<file path="src/rtl/tlk2711_tx_sched.sv">
// TLK2711 transmit frame scheduler: latches the TX packet config, issues one DDR read
// command per frame with bounded outstanding frames, and signals completion or abort.
module tlk2711_tx_sched #(
    parameter int ADDR_WIDTH = 32,
    parameter int MAX_OUT    = 2
) (
    input  logic                  clk,
    input  logic                  rst,
    input  logic                  i_soft_rst,
    input  logic                  i_tx_config_done,
    input  logic [ADDR_WIDTH-1:0] i_tx_base_addr,
    input  logic [15:0]           i_tx_packet_body,
    input  logic [15:0]           i_tx_packet_tail,
    input  logic [15:0]           i_tx_body_num,
    input  logic [3:0]            i_tx_mode,
    output logic                  o_cmd_valid,
    input  logic                  i_cmd_ready,
    output logic [ADDR_WIDTH-1:0] o_cmd_addr,
    output logic [15:0]           o_cmd_len,
    output logic                  o_cmd_last,
    input  logic                  i_frame_done,
    input  logic                  i_link_loss,
    output logic                  o_tx_interrupt,
    output logic                  o_abort,
    output logic                  o_busy,
    output logic [15:0]           o_frame_cnt
);
    typedef enum logic [2:0] {S_IDLE, S_LOAD, S_ISSUE, S_DRAIN, S_DONE, S_ABORT} state_t;

    typedef struct packed {
        logic [ADDR_WIDTH-1:0] base;
        logic [15:0]           body;
        logic [15:0]           tail;
        logic [15:0]           num;
    } cfg_t;

    localparam logic [3:0] MAX_OUT_C = 4'(MAX_OUT);

    state_t      state, state_nx;
    cfg_t        cfg;
    logic [15:0] nb;
    logic [16:0] total, issued, issued_nx;
    logic [3:0]  outstd, outstd_nx;
    logic        take, xfer, fdone;

    always_comb begin
        take  = (state == S_IDLE) && i_tx_config_done && (i_tx_mode == 4'd0);
        nb    = (cfg.body == 16'd0) ? 16'd0 : cfg.num;
        total = {1'b0, nb} + 17'(cfg.tail != 16'd0);
        xfer  = o_cmd_valid & i_cmd_ready;
        // frame completions only count against commands of the active packet
        fdone = i_frame_done && (outstd != 4'd0) && (state == S_ISSUE || state == S_DRAIN);

        issued_nx = issued + 17'(xfer);
        outstd_nx = outstd;
        if (xfer && !fdone)
            outstd_nx = outstd + 4'd1;
        else if (fdone && !xfer)
            outstd_nx = outstd - 4'd1;
        if (state == S_LOAD) begin
            issued_nx = '0;
            outstd_nx = '0;
        end

        state_nx = state;
        case (state)
            S_IDLE:  if (take) state_nx = S_LOAD;
            S_LOAD:  if (i_link_loss) state_nx = S_ABORT;
                     else if (total == 17'd0) state_nx = S_DONE;
                     else state_nx = S_ISSUE;
            S_ISSUE: if (i_link_loss) state_nx = S_ABORT;
                     else if (issued_nx == total) state_nx = S_DRAIN;
            S_DRAIN: if (i_link_loss) state_nx = S_ABORT;
                     else if (outstd_nx == 4'd0) state_nx = S_DONE;
            default: state_nx = S_IDLE;
        endcase
    end

    always_ff @(posedge clk or posedge rst) begin
        if (rst) begin
            state          <= S_IDLE;
            cfg            <= '0;
            issued         <= '0;
            outstd         <= '0;
            o_cmd_valid    <= 1'b0;
            o_cmd_addr     <= '0;
            o_cmd_len      <= '0;
            o_cmd_last     <= 1'b0;
            o_tx_interrupt <= 1'b0;
            o_abort        <= 1'b0;
            o_busy         <= 1'b0;
            o_frame_cnt    <= '0;
        end else if (i_soft_rst) begin
            state          <= S_IDLE;
            cfg            <= '0;
            issued         <= '0;
            outstd         <= '0;
            o_cmd_valid    <= 1'b0;
            o_cmd_addr     <= '0;
            o_cmd_len      <= '0;
            o_cmd_last     <= 1'b0;
            o_tx_interrupt <= 1'b0;
            o_abort        <= 1'b0;
            o_busy         <= 1'b0;
            o_frame_cnt    <= '0;
        end else begin
            state  <= state_nx;
            issued <= issued_nx;
            outstd <= outstd_nx;
            if (take)
                cfg <= '{base: i_tx_base_addr, body: i_tx_packet_body,
                         tail: i_tx_packet_tail, num: i_tx_body_num};

            // command fields describe the next command to issue; they only move on a transfer
            if (state == S_LOAD)
                o_cmd_addr <= cfg.base;
            else if (xfer)
                o_cmd_addr <= o_cmd_addr + ADDR_WIDTH'(o_cmd_len);
            o_cmd_len   <= (issued_nx < {1'b0, nb}) ? cfg.body : cfg.tail;
            o_cmd_last  <= (issued_nx == total - 17'd1);
            o_cmd_valid <= (state_nx == S_ISSUE) && (outstd_nx < MAX_OUT_C);

            if (state == S_LOAD)
                o_frame_cnt <= '0;
            else if (fdone && o_frame_cnt != 16'hFFFF)
                o_frame_cnt <= o_frame_cnt + 16'd1;

            o_tx_interrupt <= (state_nx == S_DONE);
            o_abort        <= (state_nx == S_ABORT);
            o_busy         <= (state_nx == S_LOAD) || (state_nx == S_ISSUE) || (state_nx == S_DRAIN);
        end
    end
endmodule

</file>
<file path="config.mk">
export PLATFORM = sky130hd
export DESIGN_NAME = tlk2711_tx_sched
export DESIGN_NICKNAME = d
export VERILOG_FILES = /design/src/rtl/tlk2711_tx_sched.sv
export SDC_FILE = /design/constraint.sdc
export NUM_CORES = 1
export LEC_CHECK = 0
export CELL_PAD_IN_SITES_DETAIL_PLACEMENT = 1
export CELL_PAD_IN_SITES_GLOBAL_PLACEMENT = 1
export CORE_MARGIN = 4
export CORE_UTILIZATION = 26
export CTS_CLUSTER_DIAMETER = 50
export DETAILED_ROUTE_END_ITERATION = 16
export PLACE_DENSITY_LB_ADDON = 0.1
export SLEW_MARGIN = 30
export SYNTH_ARGS = -nofsm -noshare
export SYNTH_HDL_FRONTEND = slang
export SYNTH_SLANG_ARGS = --single-unit
</file>
<file path="constraint.sdc">
create_clock -name clk -period 9.5 [get_ports clk]
set_clock_uncertainty 0.1 [all_clocks]
set_input_delay 0.95 -clock clk [delete_from_list [all_inputs] [get_ports clk]]
set_output_delay 0.95 -clock clk [all_outputs]
set_load 0.01 [all_outputs]
</file>
# ---- Word level (Yosys, flattened, before mapping)
# Cells that the tools add are included.
dict set report totals {
  word_cells 90
  regBits 173
  out_inout_bits 69
  inputBits 91
}
dict set report classes {
  order_cmp 2
  eq_ne 11
  n_bitwise 1
  n_mux 31
  n_addsub 7
  n_reduce_logical 23
}
# op n
set ops {}
lappend ops {{2-to-1 mux 80 bit} 2}
lappend ops {{2-to-1 mux 16 bit} 6}
lappend ops {{2-to-1 mux 32 bit} 3}
lappend ops {{== test 17 bit} 2}
lappend ops {{2-to-1 mux 17 bit} 2}
lappend ops {{adder 32 x 16 -> 32 bit} 1}
lappend ops {{2-to-1 mux 3 bit} 8}
lappend ops {{adder 16 x 1 -> 17 bit} 1}
lappend ops {{adder 17 x 1 -> 17 bit} 1}
lappend ops {{zero test 17 bit} 1}
lappend ops {{< comparator 17 x 16 -> 1 bit} 1}
lappend ops {{subtractor 17 x 1 -> 17 bit (second input constant)} 1}
lappend ops {{adder 16 x 1 -> 16 bit (second input constant)} 1}
lappend ops {{zero test 16 bit} 1}
lappend ops {{2-to-1 mux 4 bit} 4}
lappend ops {{inequality test 16 bit (second input constant)} 1}
lappend ops {{nonzero test 16 bit} 1}
lappend ops {{== test 3 x 2 -> 1 bit (second input constant)} 4}
lappend ops {{case mux 3 bit (4 select lines)} 1}
lappend ops {{logical AND 1 bit} 8}
lappend ops {{zero test 4 bit} 2}
lappend ops {{== test 3 x 1 -> 1 bit (second input constant)} 2}
lappend ops {{== test 3 bit (second input constant)} 2}
lappend ops {{nonzero test 3 bit} 2}
lappend ops {{other kinds (10)} 17}

# ---- Longest topological paths before layout
dict set report depth {
  depth_word 15
  ltp_mapped 20
  mapped_depth_nobuf 16
}

# ---- Worst setup path before layout
# Ideal clock, no wire load.
dict set report synth_timing {
  path_type {in2reg}
  startpoint {input i_cmd_ready}
  endpoint {register o_cmd_len[10]}
  path_slack_ps 3847
  path_stages 20
  required_time_ps 9268
  arrival_time_ps 5421
  setup_ps 132
  path_cell_list {nand2_1 inv_1 clkbuf_1 clkbuf_1 clkbuf_1 ha_1 ha_1 nand4_1 nor3_1 mux2i_1 inv_1 ha_1 a21o_1 a21o_1 a2111oi_0 o21ai_0 nor4_4 buf_6 mux2i_1 nor2_1}
}
dict set report synth_between {
  elab_chain_cells 6
}
# element line_no
set synth_lines {}
lappend synth_lines {{start, declared} 17} ;# input logic i_cmd_ready,
lappend synth_lines {{AND 1 bit} 50} ;# xfer = o_cmd_valid & i_cmd_ready;
lappend synth_lines {{adder 17 x 1 -> 17 bit} 54} ;# issued_nx = issued + 17'(xfer);
lappend synth_lines {{2-to-1 mux 17 bit} 60} ;# if (state == S_LOAD) begin
lappend synth_lines {{< comparator 17 x 16 -> 1 bit} 119} ;# o_cmd_len <= (issued_nx < {1'b0, nb}) ? cfg.body : cfg.tail;
lappend synth_lines {{2-to-1 mux 16 bit} 119}
lappend synth_lines {{2-to-1 mux 16 bit} 93} ;# end else if (i_soft_rst) begin
lappend synth_lines {{end signal, assigned} 119}
lappend synth_lines {{end, declared} 19} ;# output logic [15:0] o_cmd_len,
# Every way passes these cells.
# A chain may end at the register's enable or synchronous reset.

# ---- Final worst setup path
dict set report layout_timing {
  startpoint {input i_cmd_ready}
  endpoint {register o_cmd_len[4]}
}
# The elaborated chain is that of the path after synthesis.

==> results.tsv <==
stage	metric	value	unit
layout	fillers	4721	
clock_tree	cts-root-buf	clkbuf_16	
floorplanning	die_x	210.6	um
setup_path	cp-end-kind	register	
grt	antenna_found_initial	0	
timing	maxSlewViolCount	0	
layout	syn2layout_area_growth	24.41	%
routing	drc	0	
timing	worst_slew_pin_slew	0.9710	ns
power_and_ir_drop	p_leak	0.005331	uW
routing	top_layer_used	met4	
yosys	avgSynthCellArea	8.413	um2
yosys	syn_area	10680	um2
placement	place_congestion	0.7983	
clock_tree	clkTransAtPathRegs	0.07	ns
placement	dp.final_hpwl	27120	um
grt	grt_pass1_wl	59430	um
timing	hold_viol	0	
grt	grt_pass1_vias	9999	
clock_tree	post-cts-setup-buffer-count	0	
placement	pre_cts_ws	3.604	ns
setup_path	critPathKind	in -> reg	
routing	vias	9571	
timing	setup_tns	0	ns
yosys	ys_seq_area_frac	0.4055	
setup_path	crit_fanout	23	
layout	post-route-util	0.3305	
routing	wl_per_cell	19.34	um
routing	drtPass1Iterations	4	
power_and_ir_drop	power_density	122.1	nW/um2
clock_tree	cts_tree	done	
yosys	syn_nets	1401	
routing	route.met2.wl	17080	um
clock_tree	post_cts_resized	0	
run_status	status	completed	
routing	m1WireLength	18490	um
clock_tree	clock_path_buffers	2	
floorplanning	fp.coreArea	40190	um2
placement	port_buffers	159	
floorplanning	num_rows	73	
layout	fin_nets	1512	
grt	grt_max_degree	82	
grt	grt-ovfl-total	0	
routing	viasPerCell	4.990	
timing	post-route-period-util	0.5779	
layout	design_area	13280	um2
clock_tree	clock_sinks	173	
clock_tree	cts_buffers	17	
flow_run	drv_cap	0	
routing	drt_wl_total	37090	um
setup_path	arrival	5.67	ns
timing	setup_viol	0	
floorplanning	die_area	44370	um2
timing	fin_crit	5.490	ns
yosys	async_flop_share	1.000	
layout	layout-drive-gt1-share	0.05528	
yosys	synth_edf_count	0	
floorplanning	initial_core_util	0.2657	
timing	max_clock_freq	0.1822	GHz
timing	fin_ws	4.010	ns
timing	rsz0062_at_grt	no	
layout	diodes	0	
routing	wl_met3	1185	um
yosys	ys.flop_type	dfrtp_1	
routing	drt-initial-drc-count	511	
grt	grt_usage	0.1672	
clock_tree	htreeDepth	4	
power_and_ir_drop	vdd_ir_drop_max	0.1041	mV
placement	dpl_cell_area	12700	um2
floorplanning	num_io_pins	160	
yosys	yosysWarnings	0	
timing	slew_headroom	0.3359	
worst_hold_path	hold_path_class	reg -> reg	
yosys	ys_ff_latch	173	
yosys	synth.distinct_cells	75	
setup_path	setup.worst_path.start_class	input port	
routing	postRouteAntennaNets	0	
floorplanning	die_y	210.6	um
clock_tree	clk_latency	0.44	ns
clock_tree	postCtsHoldBufs	0	
yosys	synthCells	1269	
setup_path	cp.required	9.68	ns
## power by group
| part | switching, uW | internal [uW] | total [uW] |
|---|---|---|---|
| clock | 329 | 373 | 703 |
| combinational | 96.9 | 69.7 | 167 |
| sequential | 9.24 | 744 | 753 |
## layout make-up
| type | instances | area, um2 | area share |
|---|---|---|---|
| clock inverter | 14 | 135.1 | 0.01017 |
| tap | 525 | 656.9 | 0.04945 |
| sequential | 173 | 4329 | 0.3259 |
| multi-input combinational | 977 | 5881 | 0.4427 |
| clock buffer | 18 | 439.2 | 0.03306 |
| timing repair buffer | 171 | 1687 | 0.1270 |
| inverter | 40 | 155.1 | 0.01168 |
## critical path, cell delays in order
cell             delay (ns)
clkdlybuf4s50_1        0.46
nand2_1                0.05
buf_4                  0.22
inv_1                  0.11
ha_1                   0.22
ha_1                   0.25
nand4_1                0.29
nor3_1                 0.29
mux2i_1                0.44
inv_1                  0.09
ha_1                   0.32
a21o_1                 0.18
a21o_1                 0.16
a2111oi_0              0.46
o21ai_0                0.21
nor4_4                 0.27
buf_4                  0.34
mux2i_1                0.25
nor2_1                 0.08
## cell usage in the layout (no fill, tap or decap), types with 4 or more instances in the layout
cell type and count:
nor2b_1 6, nand2_1 231, nand4b_1 5, nor3_1 29, xor2_1 26, and2_1 7, o2111a_1 4, a211oi_1 23
and3_1 11, o31ai_1 6, a31o_2 5, o21ai_0 35, nand3_1 31, or2_2 4, inv_6 5, inv_1 39
nor4_1 24, buf_4 11, o211ai_1 14, o21a_1 6, a21oi_1 124, a21o_1 10, nor2_1 117, o31a_1 7
a31oi_1 12, clkdlybuf4s50_1 158, nand4_1 21, o21ai_1 4, or4_1 4, and4_1 10, or3_1 15, xnor2_1 46
a311oi_1 8, nand2b_1 7, mux2i_1 20, ha_1 40, dfrtp_1 173, clkbuf_16 17
## state kept, by name (all words and copies together) (netlist names)
name	cells
o_cmd_addr	32
outstd	4
o_cmd_valid	1
o_abort	1
o_busy	1
o_cmd_last	1
o_cmd_len	16
o_tx_interrupt	1
o_frame_cnt	16
issued	17
state	3
cfg	80
## synthesized netlist by cell type, types with 10 or more instances
cell	instances	share of area
inv_1	40	0.014
dfrtp_1	173	0.41
or3_1	15	0.0088
nor2_1	117	0.041
a21o_1	10	0.0070
nand2_1	232	0.082
and4_1	10	0.0082
nand4_1	21	0.012
nand3_1	31	0.015
a211oi_1	23	0.016
buf_2	13	0.0061
nor3_1	29	0.014
o21ai_0	35	0.016
nor4_1	24	0.014
a21oi_1	124	0.058
ha_1	40	0.047
xor2_1	26	0.021
a31oi_1	12	0.0070
clkbuf_1	59	0.021
mux2i_1	20	0.019
and3_1	11	0.0064
o211ai_1	14	0.0098
xnor2_1	46	0.038
## final timing paths
path	from	endpoint	slack [ns]	cells after the start
worst max register to register	o_cmd_valid	o_cmd_len[4]	4.58	18
max in group asynchronous	rst	o_cmd_addr[14]	7.28	3
min in group asynchronous	rst	o_cmd_addr[21]	0.82	2
worst max-delay path	i_cmd_ready	o_cmd_len[4]	4.01	19
worst min-delay path	cfg[52]	cfg[52]	0.42	2
worst min register to register	cfg[52]	cfg[52]	0.42	2
## through the flow
step                total power, uW  cells  hold WS (ns)
global placement              936.1   1886        0.4142
finish                         1622   1918        0.4196
detailed placement            936.9   1886        0.4161
global route                   1704   1918        0.4417
CTS                            1657   1918        0.4260
floorplan                     853.9   1269        0.3975
## kinds of logic after synthesis
group,Yosys count,share of synthesized area
xor gates and xnor gates,72,0.05907
AOI/OAI and AO/OA,292,0.1753
adders and majority gates,41,0.04875
muxes,21,0.01981
DFF,173,0.4055
and+or+nand+nor,551,0.2468
buffers and inverters,119,0.04477
## metal layers
metal	vias up	global-route usage
met5	-	0
met4	0	0.03264
met3	17	0.02629
met2	137	0.2695
met1	4713	0.2400
li1	4704	-
Power figures use the tool's default switching activity.
